**config.mk**
```make
export PLATFORM = sky130hd
export DESIGN_NAME = word_serializer
export DESIGN_NICKNAME = d
export VERILOG_FILES = /design/src/rtl/word_serializer.sv
export SDC_FILE = /design/constraint.sdc
export NUM_CORES = 1
export LEC_CHECK = 0
export ABC_AREA = 1
export BUFFER_PORTS_ARGS = -buffer_cell sky130_fd_sc_hd__buf_2
export CORE_MARGIN = 5
export CORE_UTILIZATION = 58
export DETAILED_ROUTE_END_ITERATION = 6
export GPL_TIMING_DRIVEN = 0
export PLACE_DENSITY = 0.82
export SYNTH_ARGS = -nofsm -noshare
export SYNTH_HDL_FRONTEND = slang
export SYNTH_SLANG_ARGS = --single-unit
```
**constraint.sdc**
```tcl
create_clock -name clk_i -period 3.65 [get_ports clk_i]
set_input_delay 0.5475 -clock clk_i [delete_from_list [all_inputs] [get_ports clk_i]]
set_output_delay 0.5475 -clock clk_i [all_outputs]
set_load 0.02 [all_outputs]
```
**src/rtl/word_serializer.sv**
```systemverilog
// LSB-first word serializer with start/stop framing and a bit-rate clock enable.
// Define WORD_SERIALIZER_PARITY_EN to insert an even-parity bit before the stop bit.
module word_serializer #(
  parameter int WIDTH = 8
) (
  input  logic             clk_i,
  input  logic             rst_i,
  input  logic             enable_i,
  input  logic [WIDTH-1:0] data_i,
  input  logic             valid_i,
  output logic             ready_o,
  output logic             serial_o,
  output logic             busy_o,
  output logic             done_o
);

  localparam int CW = $clog2(WIDTH + 1);
  localparam logic [CW-1:0] LAST_BIT = CW'(WIDTH);

  // state    | meaning
  // S_IDLE   | line high, waiting for a word
  // S_START  | start bit (0) on the line
  // S_DATA   | data bits, LSB first
  // S_PARITY | even-parity bit (parity build only)
  // S_STOP   | stop bit (1), done_o pulses
  localparam logic [2:0] S_IDLE   = 3'd0;
  localparam logic [2:0] S_START  = 3'd1;
  localparam logic [2:0] S_DATA   = 3'd2;
`ifdef WORD_SERIALIZER_PARITY_EN
  localparam logic [2:0] S_PARITY = 3'd3;
`endif
  localparam logic [2:0] S_STOP   = 3'd4;

  logic [2:0]       r_state;
  logic [WIDTH-1:0] r_shift;
  logic [CW-1:0]    r_cnt;
  logic             r_serial;
  logic             r_busy;
`ifdef WORD_SERIALIZER_PARITY_EN
  logic             r_parity;
`endif

  always_ff @(posedge clk_i) begin
    if (!rst_i) begin
      r_state  <= S_IDLE;
      r_shift  <= '0;
      r_cnt    <= '0;
      r_serial <= 1'b1;
      r_busy   <= 1'b0;
`ifdef WORD_SERIALIZER_PARITY_EN
      r_parity <= 1'b0;
`endif
    end else if (enable_i) begin
      case (r_state)
        S_IDLE: begin
          if (valid_i) begin
            r_shift  <= data_i;
            r_cnt    <= '0;
            r_state  <= S_START;
            r_serial <= 1'b0;
            r_busy   <= 1'b1;
`ifdef WORD_SERIALIZER_PARITY_EN
            r_parity <= ^data_i;
`endif
          end
        end
        S_START: begin
          r_serial <= r_shift[0];
          r_shift  <= r_shift >> 1;
          r_cnt    <= CW'(1);
          r_state  <= S_DATA;
        end
        S_DATA: begin
          // r_cnt counts bits already placed on the line, so it tops out at WIDTH
          if (r_cnt == LAST_BIT) begin
`ifdef WORD_SERIALIZER_PARITY_EN
            r_serial <= r_parity;
            r_state  <= S_PARITY;
`else
            r_serial <= 1'b1;
            r_state  <= S_STOP;
`endif
          end else begin
            r_serial <= r_shift[0];
            r_shift  <= r_shift >> 1;
            r_cnt    <= r_cnt + CW'(1);
          end
        end
`ifdef WORD_SERIALIZER_PARITY_EN
        S_PARITY: begin
          r_serial <= 1'b1;
          r_state  <= S_STOP;
        end
`endif
        S_STOP: begin
          r_serial <= 1'b1;
          r_busy   <= 1'b0;
          r_state  <= S_IDLE;
        end
        default: begin
          r_serial <= 1'b1;
          r_busy   <= 1'b0;
          r_state  <= S_IDLE;
        end
      endcase
    end
  end

  assign ready_o  = (r_state == S_IDLE) && rst_i;
  assign serial_o = r_serial;
  assign busy_o   = r_busy;
  assign done_o   = (r_state == S_STOP) && enable_i && rst_i;

endmodule

```
==> results.md <==
- Layout fillers: 154
- Total Routed Length: slightly above 2000 um
- Power Internal: ~320 uW
- CP Class: flop to primary output
- Endpoints failing setup: 0
- PD cells: 453 nW/um2
- Post-layout net count: approximately 180
- Status: finished, final reports clean
- XOR/XNOR Fraction of Synth Area: 0.00877
- Setup slack at placement: 1.98 ns
- Count of final hold-check violations: 0
- Antenna Nets Post-Route: 0
- GPL Wtd Cong: about 0.82
- Die area: 2650 um2
- Worst path slowest cell: dfxtp_1
- Congestion Overflow GR: 0
- Final Max Slew Viols: 0
- Main combinational cell family by area after synthesis: simple AND/OR/NAND/NOR gates
- Peak VDD IR: just under 0.0003 V
- Die height: 51.5 um
- CTS buffer count: 3
- Worst path max stage delay: 0.39 ns
- Slew @ Worst Pin: 0.260 ns
- Synth Area per Inst: slightly below 7 um2
- TritonCTS sink count: 17
- Die width: 51.5 um
- RSZ-0062 raised after global routing: false
- Area delta synth->final: 12.4%
- Clk root buf: clkbuf_4
- Slew HR: 0.825
- Htree depth: 1
- DR DRC count: 0
- Worst endpoint required time: between 3 and 4 ns
- Routed vias/inst: 5.21
- Post-synthesis adder-cell area fraction: 0.0251
- Core Area: 1690 um2
- Lkg Pwr: ~0.53 nW
- Crit path time final: 1.84 ns
- Final core utilization: 0.664
- Achievable Freq: 543 MHz
- Crit path max fanout: 7
- Synth Area in Simple Gates: 0.383
- Layout cells sized above 1: 0.258
- Hold-fix buffers at CTS: 0
- Compound-Gate Fraction of Synth Area: 0.144
- Post_cts resized: 0
- CTS tree: built
- Clk Latency, worst-skew pair: 0.29 ns
- Pin count of the biggest net entering global routing: 11
- HP Class: flop to flop
- Sequential area share after synthesis: 0.341
- Sum of negative setup slack: 0 ns
- Post-detail-place hpwl: approximately 1500 um
- CP Launch Type: flop
- Critical Path End Type: primary output
- Ports: 16
- Site row count: 15
- Clock power frac: 0.197
- Share of power burned in registers: 0.438
- Starting Density: 0.591
- Total GRT Usage: 0.178
- Critical-path cell list: nor2_4 -> nand2_2 -> nor2_1 -> buf_2
- Port bufs: 15
- Gate count after technology mapping: between 100 and 150
- First-pass GRT wire length: 3530 um
- Initial drt markers: 19
- Syn Std Cell Area: approximately 1000 um2
- Number of global-route vias before repair: between 800 and 900
- Logic pwr share: 0.365
- Synthesized net count: ~160
- Crit share post-route: 0.504
- Arr. time, crit path: roughly 1.3 ns
- Worst-case clock buffer depth: 2
- Distinct cells, synth: 24
- Worst Slack Setup Final: 1.81 ns
- Max Cap Viol: 0
- YS warnings: 0
- Mux cell area share after synthesis: 0
- Mean routed wirelength per cell: 11.3 um
- First-pass iteration count of the detailed router: 4
- Switching share of power: 0.374
- Via count: 937
- Crit-path leading delay family: simple AND/OR/NAND/NOR gates
- P_sw: 190 uW
- Clock skew: 0.00226 ns
- Power Total: 509 uW
- Antenna violations before repair: 0
- ANT cells: 0
- Yosys reg bits: 17
- CTS clk-pin slew, worst paths: 0.10 ns
- Total setup buffers inserted after CTS: 0
- WP buf/inv: 1
[state kept, by name, indices dropped and copies added, names as in the netlist]
name      count
r_shift       8
r_state       3
busy_o        1
r_cnt         4
serial_o      1
[cell usage in the layout (no fill, tap or decap), drive strengths merged]
| cell | netlist | layout |
|---|---|---|
| nand2 | 48 | 48 |
| xnor2 | 1 | 1 |
| nor3 | 1 | 1 |
| inv | 16 | 16 |
| dfxtp | 17 | 17 |
| o21bai | 1 | 1 |
| o21ai | 11 | 11 |
| ha | 2 | 2 |
| clkbuf | 0 | 3 |
| nand4 | 1 | 1 |
| nand3b | 1 | 1 |
| buf | 3 | 18 |
| nor2 | 28 | 28 |
| nand3 | 5 | 5 |
| o211ai | 1 | 1 |
| clkinv | 0 | 1 |
| a21oi | 8 | 8 |
[synthesized netlist by cell type]
| library cell | n | area, um2 |
|---|---|---|
| a21oi_1 | 6 | 30.0 |
| a21oi_2 | 2 | 17.5 |
| buf_2 | 1 | 5.00 |
| buf_8 | 2 | 30.0 |
| dfxtp_1 | 17 | 340 |
| ha_1 | 2 | 25.0 |
| inv_1 | 15 | 56.3 |
| inv_4 | 1 | 6.26 |
| nand2_1 | 40 | 150 |
| nand2_2 | 5 | 31.3 |
| nand2_4 | 2 | 22.5 |
| nand2_8 | 1 | 20.0 |
| nand3_1 | 5 | 25.0 |
| nand3b_1 | 1 | 7.51 |
| nand4_1 | 1 | 6.26 |
| nor2_1 | 26 | 97.6 |
| nor2_2 | 1 | 6.26 |
| nor2_4 | 1 | 11.3 |
| nor3_1 | 1 | 5.00 |
| o211ai_1 | 1 | 7.51 |
| o21ai_0 | 4 | 20.0 |
| o21ai_2 | 7 | 61.3 |
| o21bai_1 | 1 | 7.51 |
| xnor2_1 | 1 | 8.76 |
[power by group through the flow]
stage	sequential, mW	clock (mW)	combinational (mW)
detailed placement	0.227	0	0.185
CTS	0.223	0.105	0.188
finish	0.223	0.100	0.186
global placement	0.226	0	0.178
global route	0.226	0.113	0.211
floorplan	0.228	0	0.143
[per-layer routing]
| layer | global-route usage | share of wire | vias up |
|---|---|---|---|
| met4 | 0.0917 | 0.028 | 0 |
| met1 | 0.208 | 0.44 | 419 |
| met5 | 0 | 0 | - |
| met3 | 0.0287 | 0.041 | 6 |
| li1 | - | - | 489 |
| met2 | 0.311 | 0.49 | 23 |
[through the flow]
step / hold WS, ns / cell area [um2] / std cells
floorplan: 0.455 / 998 / 144
global placement: 0.438 / 1090 / 176
detailed placement: 0.437 / 1090 / 176
CTS: 0.453 / 1120 / 180
global route: 0.477 / 1120 / 180
finish: 0.450 / 1120 / 180
[final timing paths]
kind / startpoint / to / slack (ns) / cells past startpoint
max: r_state[0]$_SDFFE_PN0P_ / ready_o / 1.81 / 4
min reg2reg: busy_o$_SDFFE_PN0P_ / busy_o$_SDFFE_PN0P_ / 0.45 / 2
max reg2reg: r_cnt[0]$_SDFFE_PN0P_ / r_cnt[1]$_SDFFE_PN0P_ / 2.06 / 9
min: busy_o$_SDFFE_PN0P_ / busy_o$_SDFFE_PN0P_ / 0.45 / 2
[cell families after synthesis]
kind of cell,count (synthesis)
AO/OA/AOI/OAI,21
buffers and inverters,19
adder cells (fa/ha/maj),2
flip-flops,17
AND/OR/NAND/NOR,84
XOR/XNOR,1
[final cells by class]
type / count / area [um2] / share of cell area
flip-flops and latches: 17 / 340 / 0.303
plain buffers: 3 / 35.0 / 0.0312
clock inverters: 1 / 5.00 / 0.00446
well taps: 17 / 21.3 / 0.0190
multi-input cells: 108 / 561 / 0.499
repair buffers: 15 / 75.1 / 0.0669
inverters: 16 / 62.6 / 0.0557
clock buffers: 3 / 22.5 / 0.0201
[worst min-delay path, cell delays in order (launching register included)]
cell	delay, ns
dfxtp_1	0.32
inv_1	0.04
a21oi_1	0.05
Power figures use the tool's default switching activity.
